===== config.mk =====
export PLATFORM = sky130hd
export DESIGN_NAME = alsu_issue_seq_flat
export DESIGN_NICKNAME = d
export VERILOG_FILES = /design/src/rtl/alsu_pkg.sv /design/src/rtl/alsu_issue_seq_if.sv /design/src/rtl/alsu_regfile.sv /design/src/rtl/alsu_issue_seq.sv /design/src/flat_wrapper.sv
export SDC_FILE = /design/constraint.sdc
export NUM_CORES = 1
export LEC_CHECK = 0
export ABC_AREA = 1
export CELL_PAD_IN_SITES_DETAIL_PLACEMENT = 1
export CELL_PAD_IN_SITES_GLOBAL_PLACEMENT = 1
export CORE_ASPECT_RATIO = 1.5
export CORE_MARGIN = 5
export CORE_UTILIZATION = 38
export DETAILED_ROUTE_END_ITERATION = 7
export MAX_ROUTING_LAYER = met4
export PLACE_DENSITY_LB_ADDON = 0.1
export SETUP_SLACK_MARGIN = 0.05
export SLEW_MARGIN = 20
export SYNTH_ARGS = -nofsm -noshare
export SYNTH_HDL_FRONTEND = slang
export SYNTH_SLANG_ARGS = --single-unit
export TNS_END_PERCENT = 20

===== constraint.sdc =====
create_clock -name clk -period 1.82 [get_ports clk]
set_input_delay 0.364 -clock clk [delete_from_list [all_inputs] [get_ports clk]]
set_output_delay 0.364 -clock clk [all_outputs]
set_load 0.01 [all_outputs]

===== src/rtl/alsu_pkg.sv =====
// Shared constants, state encoding and select codes for the ALSU issue sequencer.
// Imported by the interface, the register file and the sequencer top.
package alsu_pkg;

    localparam int DATA_W = 4;
    localparam int RES_W  = 8;
    localparam int SEL_W  = 5;
    localparam int NREGS  = 4;
    localparam int AW     = $clog2(NREGS);

    typedef enum logic [1:0] {
        ST_IDLE,
        ST_ISSUE,
        ST_RESP
    } state_t;

    localparam logic [SEL_W-1:0] SEL_PASS = 5'b00000;
    localparam logic [SEL_W-1:0] SEL_ADD  = 5'b00010;
    localparam logic [SEL_W-1:0] SEL_SUB  = 5'b00101;

endpackage


===== src/rtl/alsu_issue_seq_if.sv =====
// Bundle of command, load, ALSU-drive and response signals of the sequencer.
// master = front-end/test side, slave = sequencer side.
interface alsu_issue_seq_if;
    import alsu_pkg::*;

    logic              cmd_valid;
    logic              cmd_ready;
    logic [SEL_W-1:0]  cmd_op;
    logic [AW-1:0]     cmd_rs1;
    logic [AW-1:0]     cmd_rs2;
    logic [AW-1:0]     cmd_rd;
    logic              cmd_wb;

    logic              ld_en;
    logic [AW-1:0]     ld_addr;
    logic [DATA_W-1:0] ld_data;

    logic [SEL_W-1:0]  alsu_select;
    logic [DATA_W-1:0] alsu_a;
    logic [DATA_W-1:0] alsu_b;
    logic [RES_W-1:0]  alsu_result;

    logic              rsp_valid;
    logic              rsp_ready;
    logic [RES_W-1:0]  rsp_data;
    logic              rsp_zero;
    logic              rsp_carry;

    modport master (
        output cmd_valid, cmd_op, cmd_rs1, cmd_rs2, cmd_rd, cmd_wb,
        output ld_en, ld_addr, ld_data,
        output alsu_result, rsp_ready,
        input  cmd_ready, alsu_select, alsu_a, alsu_b,
        input  rsp_valid, rsp_data, rsp_zero, rsp_carry
    );

    modport slave (
        input  cmd_valid, cmd_op, cmd_rs1, cmd_rs2, cmd_rd, cmd_wb,
        input  ld_en, ld_addr, ld_data,
        input  alsu_result, rsp_ready,
        output cmd_ready, alsu_select, alsu_a, alsu_b,
        output rsp_valid, rsp_data, rsp_zero, rsp_carry
    );

endinterface


===== src/rtl/alsu_regfile.sv =====
// NREGS x DATA_W register file: two async read ports, load and writeback writes.
// Ports: ra1/ra2 -> rd1/rd2 reads; ld_* direct load; wb_* result writeback (wins on same address).
module alsu_regfile
    import alsu_pkg::*;
(
    input  logic              clk,
    input  logic              rst_n,
    input  logic [AW-1:0]     ra1,
    input  logic [AW-1:0]     ra2,
    output logic [DATA_W-1:0] rd1,
    output logic [DATA_W-1:0] rd2,
    input  logic              ld_en,
    input  logic [AW-1:0]     ld_addr,
    input  logic [DATA_W-1:0] ld_data,
    input  logic              wb_en,
    input  logic [AW-1:0]     wb_addr,
    input  logic [DATA_W-1:0] wb_data
);

    logic [DATA_W-1:0] rf [NREGS];
    logic              ld_hit;

    // A load colliding with a writeback to the same entry is dropped.
    assign ld_hit = ld_en && !(wb_en && (wb_addr == ld_addr));

    assign rd1 = rf[ra1];
    assign rd2 = rf[ra2];

    always_ff @(posedge clk or negedge rst_n) begin
        if (!rst_n) begin
            for (int i = 0; i < NREGS; i++) begin
                rf[i] <= '0;
            end
        end else begin
            if (ld_hit) begin
                rf[ld_addr] <= ld_data;
            end
            if (wb_en) begin
                rf[wb_addr] <= wb_data;
            end
        end
    end

endmodule


===== src/rtl/alsu_issue_seq.sv =====
// Sequencer in front of the 4-bit ALSU: one command in flight, IDLE -> ISSUE -> RESP.
// Ports: clk, rst_n (async active-low), bus (slave side of alsu_issue_seq_if).
module alsu_issue_seq
    import alsu_pkg::*;
(
    input  logic             clk,
    input  logic             rst_n,
    alsu_issue_seq_if.slave  bus
);

    state_t            state;
    state_t            state_nx;
    logic              accept;
    logic              capture;

    logic [SEL_W-1:0]  sel_q;
    logic [DATA_W-1:0] a_q;
    logic [DATA_W-1:0] b_q;
    logic [AW-1:0]     rd_q;
    logic              wb_q;
    logic [RES_W-1:0]  rsp_q;

    logic [DATA_W-1:0] rf_rd1;
    logic [DATA_W-1:0] rf_rd2;
    logic              wb_en;

    assign wb_en = capture && wb_q;

    alsu_regfile u_rf (
        .clk     (clk),
        .rst_n   (rst_n),
        .ra1     (bus.cmd_rs1),
        .ra2     (bus.cmd_rs2),
        .rd1     (rf_rd1),
        .rd2     (rf_rd2),
        .ld_en   (bus.ld_en),
        .ld_addr (bus.ld_addr),
        .ld_data (bus.ld_data),
        .wb_en   (wb_en),
        .wb_addr (rd_q),
        .wb_data (bus.alsu_result[DATA_W-1:0])
    );

    always_ff @(posedge clk or negedge rst_n) begin
        if (!rst_n) begin
            state <= ST_IDLE;
        end else begin
            state <= state_nx;
        end
    end

    always_comb begin
        state_nx = state;
        accept   = 1'b0;
        capture  = 1'b0;
        unique case (state)
            ST_IDLE: begin
                if (bus.cmd_valid) begin
                    accept   = 1'b1;
                    state_nx = ST_ISSUE;
                end
            end
            ST_ISSUE: begin
                capture  = 1'b1;
                state_nx = ST_RESP;
            end
            ST_RESP: begin
                if (bus.rsp_ready) begin
                    state_nx = ST_IDLE;
                end
            end
            default: state_nx = ST_IDLE;
        endcase
    end

    // Operands are sampled from the pre-edge register contents.
    always_ff @(posedge clk or negedge rst_n) begin
        if (!rst_n) begin
            sel_q <= '0;
            a_q   <= '0;
            b_q   <= '0;
            rd_q  <= '0;
            wb_q  <= 1'b0;
        end else if (accept) begin
            sel_q <= bus.cmd_op;
            a_q   <= rf_rd1;
            b_q   <= rf_rd2;
            rd_q  <= bus.cmd_rd;
            wb_q  <= bus.cmd_wb;
        end
    end

    always_ff @(posedge clk or negedge rst_n) begin
        if (!rst_n) begin
            rsp_q <= '0;
        end else if (capture) begin
            rsp_q <= bus.alsu_result;
        end
    end

    assign bus.cmd_ready   = (state == ST_IDLE);
    assign bus.rsp_valid   = (state == ST_RESP);
    assign bus.alsu_select = sel_q;
    assign bus.alsu_a      = a_q;
    assign bus.alsu_b      = b_q;
    assign bus.rsp_data    = rsp_q;
    assign bus.rsp_zero    = (rsp_q == '0);
    assign bus.rsp_carry   = rsp_q[DATA_W];

endmodule


===== src/flat_wrapper.sv =====
// flat-port wrapper written by rule: the top's interface ports become plain ports
module alsu_issue_seq_flat import alsu_pkg::*;
  (clk, rst_n, bus_cmd_valid, bus_cmd_op, bus_cmd_rs1, bus_cmd_rs2, bus_cmd_rd, bus_cmd_wb, bus_ld_en, bus_ld_addr, bus_ld_data, bus_alsu_result, bus_rsp_ready, bus_cmd_ready, bus_alsu_select, bus_alsu_a, bus_alsu_b, bus_rsp_valid, bus_rsp_data, bus_rsp_zero, bus_rsp_carry);
  alsu_issue_seq_if bus_i ();
  input  logic clk;
  input  logic rst_n;
  input wire logic [$bits(bus_i.cmd_valid)-1:0] bus_cmd_valid;
  input wire logic [$bits(bus_i.cmd_op)-1:0] bus_cmd_op;
  input wire logic [$bits(bus_i.cmd_rs1)-1:0] bus_cmd_rs1;
  input wire logic [$bits(bus_i.cmd_rs2)-1:0] bus_cmd_rs2;
  input wire logic [$bits(bus_i.cmd_rd)-1:0] bus_cmd_rd;
  input wire logic [$bits(bus_i.cmd_wb)-1:0] bus_cmd_wb;
  input wire logic [$bits(bus_i.ld_en)-1:0] bus_ld_en;
  input wire logic [$bits(bus_i.ld_addr)-1:0] bus_ld_addr;
  input wire logic [$bits(bus_i.ld_data)-1:0] bus_ld_data;
  input wire logic [$bits(bus_i.alsu_result)-1:0] bus_alsu_result;
  input wire logic [$bits(bus_i.rsp_ready)-1:0] bus_rsp_ready;
  output wire logic [$bits(bus_i.cmd_ready)-1:0] bus_cmd_ready;
  output wire logic [$bits(bus_i.alsu_select)-1:0] bus_alsu_select;
  output wire logic [$bits(bus_i.alsu_a)-1:0] bus_alsu_a;
  output wire logic [$bits(bus_i.alsu_b)-1:0] bus_alsu_b;
  output wire logic [$bits(bus_i.rsp_valid)-1:0] bus_rsp_valid;
  output wire logic [$bits(bus_i.rsp_data)-1:0] bus_rsp_data;
  output wire logic [$bits(bus_i.rsp_zero)-1:0] bus_rsp_zero;
  output wire logic [$bits(bus_i.rsp_carry)-1:0] bus_rsp_carry;
  assign bus_i.cmd_valid = bus_cmd_valid;
  assign bus_i.cmd_op = bus_cmd_op;
  assign bus_i.cmd_rs1 = bus_cmd_rs1;
  assign bus_i.cmd_rs2 = bus_cmd_rs2;
  assign bus_i.cmd_rd = bus_cmd_rd;
  assign bus_i.cmd_wb = bus_cmd_wb;
  assign bus_i.ld_en = bus_ld_en;
  assign bus_i.ld_addr = bus_ld_addr;
  assign bus_i.ld_data = bus_ld_data;
  assign bus_i.alsu_result = bus_alsu_result;
  assign bus_i.rsp_ready = bus_rsp_ready;
  assign bus_cmd_ready = bus_i.cmd_ready;
  assign bus_alsu_select = bus_i.alsu_select;
  assign bus_alsu_a = bus_i.alsu_a;
  assign bus_alsu_b = bus_i.alsu_b;
  assign bus_rsp_valid = bus_i.rsp_valid;
  assign bus_rsp_data = bus_i.rsp_data;
  assign bus_rsp_zero = bus_i.rsp_zero;
  assign bus_rsp_carry = bus_i.rsp_carry;
  alsu_issue_seq u_core (.clk(clk), .rst_n(rst_n), .bus(bus_i));
endmodule

==> results.sh, run 1 <==
export IMPL_switchingPower_w=0.00152
export IMPL_hold_ws_ns=0.138
export IMPL_pin_count=56
export IMPL_clock_latency_ns=0.29
export IMPL_reg2reg_depth=9
export IMPL_num_antenna_cells=0
export IMPL_hpwl_microns=5050
export IMPL_post_drt_via_cell_ratio=5.05
export IMPL_clkSinkCount=42
export IMPL_grt_overflow=0
export IMPL_clkTransAtPathRegs_ns=0.07
export IMPL_vias=2158
export IMPL_swShare_pct=36.4
export IMPL_post_route_period_util_pct=94.2
export IMPL_pre_cts_slack_ns=-0.0669
export IMPL_finalSetupViolCount=0
export IMPL_dr_pass1_iters=4
export IMPL_syn2layout_area_growth_pct=32.2
export IMPL_io_buffers=55
export IMPL_die_area_sq_um=7770
export IMPL_synth_edf_count=0
export IMPL_rows=34
export IMPL_cts_buffers=5
export IMPL_period_needed_ns=1.71
export IMPL_critPathCaptureType="output pin"
export IMPL_cts_setup_buffers=0
export IMPL_start_kind="register"
export IMPL_vdd_drop_max_mv=0.618
export IMPL_async_flop_share_pct=100
export IMPL_criticalPathCategory="register to output pin"
export IMPL_dpl_cell_count=420
export IMPL_synthesis_area_sq_um=2310
export IMPL_relSlewSlack_pct=64.4
export IMPL_cts_tree="yes"
export IMPL_die_h_microns=105
export IMPL_tightest_slew_ns=0.534
export IMPL_seqPwrFrac_pct=41.1
export IMPL_cts_buffer_depth=2
export IMPL_drive_gt1_share_pct=12.4
export IMPL_hold_viol_final=0
export IMPL_grt_pass1_wl_microns=11000
export IMPL_comb_power_share_pct=45.4
export IMPL_num_fill_cells=754
export IMPL_antenna_found_initial=0
export IMPL_leakage_nw=1.44
export IMPL_synth_seq_cells=42
export IMPL_final_seq_area_sq_um=1050
export IMPL_synthCells=297
export IMPL_hold_path_class="primary input to asynchronous set/reset pin"
export IMPL_total_power_w=0.00418
export IMPL_synth_common_cells="70 x nand2_1, 43 x nor2_1, 42 x dfrtp_1"
export IMPL_fmax_mhz=583
export IMPL_p_clk_share_pct=13.5
export IMPL_root_buffer="clkbuf_8"
export IMPL_synth_nets=328
export IMPL_drc=0
export IMPL_initial_core_util_pct=39.3
export IMPL_multi_input_area_sq_um=1060
export IMPL_worstReg2RegStart="u_core.state[1]$_DFFE_PN0P_"
export IMPL_r2r_end="u_core.u_rf.rf[5]$_DFF_PN0_"
export IMPL_nNetsFinal=386
export IMPL_maxCapViolCount=0
export IMPL_path_max_fanout=4
export IMPL_fin_cells=427
export IMPL_placed_cell_area_sq_um=2970
export IMPL_gp_congestion=0.823
export IMPL_worst_endpoint_required_ns=1.46
export IMPL_grt_pass1_vias=2203
export IMPL_postRouteAntennaNets=0
export IMPL_synthTopCellsByArea="dfrtp_1 46%, nand2_1 11%, nor2_1 7.0%"
export IMPL_ys_types=27
export IMPL_final_setup_worst_slack_ns=0.105
export IMPL_postLayoutCellArea_sq_um=3050
export IMPL_yosysTopAreaCellShare_pct=45.5
export IMPL_wl_per_cell_microns=14.8
export IMPL_rsz0062_at_grt="true"
export IMPL_yosys_area_top_type="dfrtp_1"
export IMPL_coreArea_sq_um=5870
export IMPL_track_usage_pct=18.3
export IMPL_h_tree_depth=2
export IMPL_synth_avg_cell_area_sq_um=7.77
export IMPL_synth_most_common_cell="nand2_1"
export IMPL_die_w_microns=73.6
export IMPL_cellPowerDensity_nw_per_um2=1370
export IMPL_worstPathArrival_ns=1.35
export IMPL_seq_area_frac_synth_pct=45.5
export IMPL_yosysWarningCount=0
export IMPL_grt_max_degree=43
export IMPL_drt_initial_drc_count=72
export IMPL_internal_power_w=0.00266
export IMPL_r2r_slack_ns=0.34
export IMPL_wirelength_microns=6330
export IMPL_drv_slew=0
export IMPL_synthFlopType="dfrtp_1"
export IMPL_skew_ns=0.00828
export IMPL_status="finished, final reports clean"
-- power by group through the flow --
| stage | Sequential (W) | Clock (W) | Combinational (W) |
|---|---|---|---|
| after floorplan | 0.00176 | 0 | 0.000944 |
| after global routing | 0.00179 | 0.000624 | 0.00211 |
| after CTS | 0.00172 | 0.000581 | 0.00194 |
| final | 0.00172 | 0.000563 | 0.00190 |
| after global placement | 0.00171 | 0 | 0.00188 |
| after detailed placement | 0.00172 | 0 | 0.00193 |
-- worst max-delay path, cell delays in order (launching register included) --
cell and delay [ns]:
dfrtp_1 0.42, nor2_1 0.11, clkdlybuf4s50_1 0.54
-- worst max path at each step --
| stage | start | to | cells after the start |
|---|---|---|---|
| after global placement | bus_ld_addr[0] | u_core.u_rf.rf[7]$_DFF_PN0_ | 9 |
| after floorplan | u_core.bus.rsp_data[5]$_DFFE_PN0N_ | bus_rsp_zero | 3 |
| after CTS | u_core.state[0]$_DFFE_PN0P_ | bus_cmd_ready | 2 |
| final | u_core.state[0]$_DFFE_PN0P_ | bus_rsp_valid | 2 |
| after global routing | u_core.bus.rsp_data[5]$_DFFE_PN0N_ | bus_rsp_zero | 4 |
| after detailed placement | u_core.bus.rsp_data[5]$_DFFE_PN0N_ | bus_rsp_zero | 4 |
-- cells in the final DEF (no fill, tap or decap), types with 7 or more instances in the layout --
cell / n
dfrtp_1: 42
o21ai_0: 13
nand3_1: 21
mux2_2: 7
buf_4: 8
o211ai_1: 8
inv_1: 33
a31oi_1: 8
nor2_1: 43
clkdlybuf4s50_1: 52
a21oi_2: 8
a21oi_1: 15
nand2_1: 70
-- cell type report --
class                      instances  share of cell area (%)
timing repair buffer              65                    21.1
sequential                        42                    34.4
tap                               72                    2.95
multi-input combinational        205                    34.6
clock buffer                       7                    2.50
inverter                          36                    4.43
-- timing repair --
item | in CTS | in global routing
setup endpoints to repair | 2 | 3
gates resized for setup | 6 | 1
hold buffers | 0 | 0
-- layer usage --
| layer | vias up | track usage (%) | part of all wire [%] | wire, microns |
|---|---|---|---|---|
| met2 | 40 | 31.5 | 54 | 3400 |
| met5 | - | - | 0 | 0 |
| met4 | 0 | 6.74 | 2.2 | 141 |
| li1 | 1068 | - | - | - |
| met3 | 12 | 1.81 | 3.4 | 218 |
| met1 | 1038 | 21.6 | 41 | 2570 |
-- logic make-up (layout without fill, tap and decap cells) --
kind of cell / after synthesis / after routing / synth area share [%]
buf+inv: 50 / 108 / 9.16
mux: 7 / 7 / 3.41
xor+xnor: 1 / 1 / 0.379
compound gates: 52 / 52 / 13.9
simple gates: 145 / 145 / 27.6
flops: 42 / 42 / 45.5
-- stage by stage --
step	setup TNS [ns]	utilization, %
3_5_place_dp	-0.196	50.6
4_1_cts	0	52.0
3_3_place_gp	0	50.6
2_1_floorplan	0	-
6_report	0	52.0
5_1_grt	0	52.0
-- registers in the layout, summed over array words and instances (netlist names) --
name / cells
u_core.rd_q: 2
u_core.bus.alsu_b: 4
u_core.wb_q: 1
u_core.state: 2
u_core.bus.alsu_select: 5
u_core.bus.rsp_data: 8
u_core.bus.alsu_a: 4
u_core.u_rf.rf: 16
Power figures use the tool's default switching activity.
==> run 2: changes to the inputs <==
Settings changed: CORE_MARGIN 5 to 2, CTS_CLUSTER_DIAMETER set to 150.
==> results.sh, run 2 (synthesis results as in run 1) <==
export IMPL_hpwl_microns=4780
export IMPL_fin_setup_tns_ns=0
export IMPL_track_usage_pct=20.9
export IMPL_drv_slew=0
export IMPL_final_cell_mix="70 x nand2_1, 52 x clkdlybuf4s50_1, 43 x nor2_1"
export IMPL_criticalPathCategory="register to output pin"
export IMPL_clkTransAtPathRegs_ns=0.08
export IMPL_leakage_nw=1.44
export IMPL_nNetsFinal=385
export IMPL_num_fill_cells=733
export IMPL_period_needed_ns=1.73
export IMPL_coreArea_sq_um=5830
export IMPL_final_common_cell="nand2_1"
export IMPL_status="finished, final reports clean"
export IMPL_hold_viol_final=0
export IMPL_dr_pass1_iters=4
export IMPL_maxCapViolCount=0
export IMPL_gp_congestion=0.837
export IMPL_start_kind="register"
export IMPL_worst_endpoint_required_ns=1.46
export IMPL_antenna_found_initial=0
export IMPL_fmax_mhz=580
export IMPL_cts_tree="yes"
export IMPL_die_area_sq_um=6730
export IMPL_die_w_microns=67.6
export IMPL_cellPowerDensity_nw_per_um2=1380
export IMPL_critPathCaptureType="output pin"
export IMPL_grt_max_degree=43
export IMPL_wl_per_cell_microns=14.4
export IMPL_finalSetupViolCount=0
export IMPL_clock_latency_ns=0.29
export IMPL_num_antenna_cells=0
export IMPL_pin_count=56
export IMPL_grt_pass1_wl_microns=10400
export IMPL_top_register="u_core.u_rf.rf"
export IMPL_vdd_drop_max_mv=0.518
export IMPL_r2r_slack_ns=0.37
export IMPL_h_tree_depth=2
export IMPL_rows=34
export IMPL_relSlewSlack_pct=64.1
export IMPL_grt_overflow=0
export IMPL_post_route_period_util_pct=94.8
export IMPL_postRouteAntennaNets=0
export IMPL_wirelength_microns=6150
export IMPL_placed_cell_area_sq_um=2970
export IMPL_skew_ns=0.0106
export IMPL_post_drt_via_cell_ratio=4.93
export IMPL_cts_buffers=5
export IMPL_drive_gt1_share_pct=12.4
export IMPL_clkSinkCount=42
export IMPL_syn2layout_area_growth_pct=32.4
export IMPL_drc=0
export IMPL_reg2reg_depth=8
export IMPL_drt_initial_drc_count=72
export IMPL_path_max_fanout=4
export IMPL_r2r_end="u_core.u_rf.rf[15]$_DFF_PN0_"
export IMPL_tightest_slew_ns=0.538
export IMPL_worstReg2RegStart="u_core.state[1]$_DFFE_PN0P_"
export IMPL_io_buffers=55
export IMPL_root_buffer="clkbuf_8"
export IMPL_die_h_microns=99.5
export IMPL_hold_path_class="primary input to asynchronous set/reset pin"
export IMPL_initial_core_util_pct=39.6
export IMPL_cts_buffer_depth=2
export IMPL_vias=2101
export IMPL_grt_pass1_vias=2083
export IMPL_postLayoutCellArea_sq_um=3060
export IMPL_worstPathArrival_ns=1.36
export IMPL_rsz0062_at_grt="true"
export IMPL_largest_reg_flops=16
==> run 2: cell count changes in the layout (fill, tap and decap cells not counted), sizes merged <==
| cell | change |
|---|---|
| clkbuf | -2 |
| buf | -1 |
| clkinv | +2 |
==> run 2: area by class of cell <==
class	count	area [sq um]	share of cell area [%]
clock buffer	5	68.8	2.25
sequential	42	1050	34.4
timing repair buffer	64	648	21.2
clock inverter	2	10.0	0.328
multi-input combinational	205	1050	34.4
inverter	36	135	4.42
tap	72	90.1	2.95
==> run 2: power by group <==
part	internal (W)	leakage, nW	switching (W)
clock	0.000258	0.0438	0.000318
sequential	0.00139	0.503	0.000331
combinational	0.00102	0.894	0.000903
==> run 2: per-stage QoR <==
step           std cells  hold WS [ns]  power (W)  worst slack [ns]  util, %
2_1_floorplan        297        0.0684    0.00271             0.459        -
3_3_place_gp         418         0.463    0.00358            0.0589     50.9
3_5_place_dp         418         0.470    0.00366           -0.0111     50.9
4_1_cts              426         0.158    0.00426            0.0243     52.4
5_1_grt              426         0.188    0.00455            0.0347     52.4
6_report             426         0.127    0.00422            0.0945     52.4
==> run 2: critical path, cell delays in order, from the launching register on <==
cell and delay (ns):
dfrtp_1 0.43, nor2_1 0.11, clkdlybuf4s50_1 0.53
==> run 2: how the worst max path moves through the flow <==
stage / startpoint / endpoint / slack [ns] / cells past startpoint
after global placement: u_core.bus.rsp_data[5]$_DFFE_PN0N_ / bus_rsp_zero / 0.06 / 4
after CTS: u_core.state[0]$_DFFE_PN0P_ / bus_cmd_ready / 0.02 / 2
after global routing: u_core.state[0]$_DFFE_PN0P_ / bus_rsp_valid / 0.03 / 2
after floorplan: u_core.bus.rsp_data[5]$_DFFE_PN0N_ / bus_rsp_zero / 0.46 / 3
after detailed placement: u_core.bus.rsp_data[5]$_DFFE_PN0N_ / bus_rsp_zero / -0.01 / 4
final: u_core.state[0]$_DFFE_PN0P_ / bus_rsp_valid / 0.09 / 2
==> run 2: what timing repair did <==
item | CTS | global route
setup buffers | 1 | 0
hold buffers | 0 | 0
endpoints found under the setup margin | 2 | 3
gates resized for setup | 5 | 1
==> run 2: per-layer routing <==
layer  vias up  track usage, %  wire [microns]
li1       1068               -               -
met1       986            25.2            2600
met2        40            36.0            3280
met3         7            2.26             205
met4         0            6.12              72
met5         -               -               0
==> run 3: changes to the inputs <==
--- a/config.mk
+++ b/config.mk
@@ -15,5 +15,5 @@
 export DETAILED_ROUTE_END_ITERATION = 7
 export MAX_ROUTING_LAYER = met4
-export PLACE_DENSITY_LB_ADDON = 0.1
+export PLACE_DENSITY = 0.85
 export SETUP_SLACK_MARGIN = 0.05
 export SLEW_MARGIN = 20
==> constraint.sdc (replaced) <==
create_clock -name clk -period 1.82 [get_ports clk]
set_input_delay 0.273 -clock clk [delete_from_list [all_inputs] [get_ports clk]]
set_output_delay 0.273 -clock clk [all_outputs]
set_load 0.01 [all_outputs]
==> results.sh, run 3 (synthesis results as in run 1) <==
export IMPL_start_kind="register"
export IMPL_post_route_period_util_pct=94.3
export IMPL_io_buffers=55
export IMPL_worstReg2RegStart="u_core.state[1]$_DFFE_PN0P_"
export IMPL_slowest_stage="clkdlybuf4s50_1"
export IMPL_clkSinkCount=42
export IMPL_period_needed_ns=1.72
export IMPL_initial_core_util_pct=39.6
export IMPL_coreArea_sq_um=5830
export IMPL_drive_gt1_share_pct=11.6
export IMPL_cts_buffers=5
export IMPL_drc=0
export IMPL_grt_use_met2_pct=39.8
export IMPL_r2r_slack_ns=0.32
export IMPL_grt_use_met3_pct=2.94
export IMPL_dr_pass1_iters=4
export IMPL_fin_util_pct=53.3
export IMPL_status="finished, final reports clean"
export IMPL_finalSetupViolCount=0
export IMPL_critPathCaptureType="output pin"
export IMPL_grt_pass1_vias=2274
export IMPL_hpwl_microns=4880
export IMPL_postRouteAntennaNets=0
export IMPL_die_w_microns=67.6
export IMPL_pin_count=56
export IMPL_worst_endpoint_required_ns=1.55
export IMPL_post_drt_via_cell_ratio=5.10
export IMPL_total_power_w=0.00454
export IMPL_drv_slew=0
export IMPL_num_antenna_cells=0
export IMPL_largest_reg_flops=16
export IMPL_grt_pass1_wl_microns=11100
export IMPL_setup_worst_path_start="u_core.state[0]$_DFFE_PN0P_"
export IMPL_die_h_microns=99.5
export IMPL_cts_buffer_depth=2
export IMPL_worstPathArrival_ns=1.44
export IMPL_path_delay_family="buffers and inverters"
export IMPL_relSlewSlack_pct=66.4
export IMPL_clkTransAtPathRegs_ns=0.09
export IMPL_die_area_sq_um=6730
export IMPL_grt_overflow=0
export IMPL_root_buffer="clkbuf_8"
export IMPL_syn2layout_area_growth_pct=34.5
export IMPL_wirelength_microns=6550
export IMPL_nNetsFinal=382
export IMPL_hold_ws_ns=0.489
export IMPL_grt_max_degree=43
export IMPL_antenna_found_initial=0
export IMPL_num_fill_cells=730
export IMPL_hold_viol_final=0
export IMPL_tightest_slew_ns=0.503
export IMPL_path_buf_inv=1
export IMPL_cts_tree="yes"
export IMPL_path_max_fanout=4
export IMPL_cp_cell_sequence="nor2_1, clkdlybuf4s50_1"
export IMPL_fmax_mhz=583
export IMPL_skew_ns=0.00968
export IMPL_track_usage_pct=22.4
export IMPL_met1_usage_pct=24.6
export IMPL_cpPeakStageDelay_ns=0.57
export IMPL_final_common_cell="nand2_1"
export IMPL_vias=2162
export IMPL_h_tree_depth=2
export IMPL_criticalPathCategory="register to output pin"
export IMPL_top_register="u_core.u_rf.rf"
export IMPL_vdd_drop_max_mv=0.520
export IMPL_maxCapViolCount=0
export IMPL_hold_path_class="primary input to asynchronous set/reset pin"
export IMPL_gp_congestion=0.809
export IMPL_clock_latency_ns=0.30
export IMPL_final_cell_mix="70 x nand2_1, 53 x clkdlybuf4s50_1, 43 x nor2_1"
export IMPL_cellPowerDensity_nw_per_um2=1460
export IMPL_multi_input_area_sq_um=1050
export IMPL_leakage_nw=1.45
export IMPL_rsz0062_at_grt="false"
export IMPL_final_seq_area_sq_um=1050
export IMPL_cts_setup_buffers=0
export IMPL_fin_setup_tns_ns=0
export IMPL_busiest_layer="met2"
export IMPL_rows=34
export IMPL_wl_per_cell_microns=15.5
export IMPL_drt_initial_drc_count=97
## run 3: path summary, 6_finish.rpt
path	cells past startpoint	endpoint
worst min-delay path	3	u_core.bus.rsp_data[1]$_DFFE_PN0N_
max in group asynchronous	3	u_core.bus.alsu_b[3]$_DFFE_PN0P_
min in group clk	2	u_core.bus.alsu_select[4]$_DFFE_PN0P_
worst max-delay path	2	bus_cmd_ready
worst max register to register	7	u_core.u_rf.rf[2]$_DFF_PN0_
worst min register to register	2	u_core.bus.alsu_select[4]$_DFFE_PN0P_
## run 3: worst register-to-register path: stages, from the launching register on
cell	delay, ns
dfrtp_1	0.42
inv_2	0.09
nand2_2	0.07
nor2_4	0.17
nand3_1	0.28
nand2_1	0.17
inv_1	0.06
a21oi_1	0.17
## run 3: area by class of cell
| class | count | area share, % |
|---|---|---|
| clock buffers | 5 | 2.22 |
| clock inverters | 3 | 2.22 |
| inverters | 36 | 4.35 |
| multi-input cells | 205 | 33.9 |
| flip-flops and latches | 42 | 33.9 |
| well taps | 72 | 2.90 |
| repair buffers | 61 | 20.6 |
## run 3: through the flow
| stage | setup WS, ns | cell area (sq um) | instances |
|---|---|---|---|
| 6_report | 0.105 | 3100 | 424 |
| 5_1_grt | 0.0507 | 3100 | 424 |
| 4_1_cts | 0.0655 | 3110 | 424 |
| 3_5_place_dp | 0.0895 | 2960 | 415 |
| 3_3_place_gp | 0.128 | 2960 | 415 |
| 2_1_floorplan | 0.515 | 2310 | 297 |
## run 3: power by group
| group | internal, W | switching, W | total, W |
|---|---|---|---|
| combinational | 0.000991 | 0.000930 | 0.00192 |
| sequential | 0.00139 | 0.000347 | 0.00173 |
| clock | 0.000550 | 0.000337 | 0.000887 |
## run 3: layer usage
layer / vias up / part of all wire (%)
met5: - / 0
met2: 43 / 57
li1: 1063 / -
met4: 0 / 2.1
met3: 11 / 2.7
met1: 1045 / 38
## run 3: repair_timing
item	4_1_cts	5_1_grt
gates resized for setup	2	2
endpoints found under the setup margin	1	1
endpoints found under the hold margin	42	0
pin swaps	0	1
hold buffers	1	0
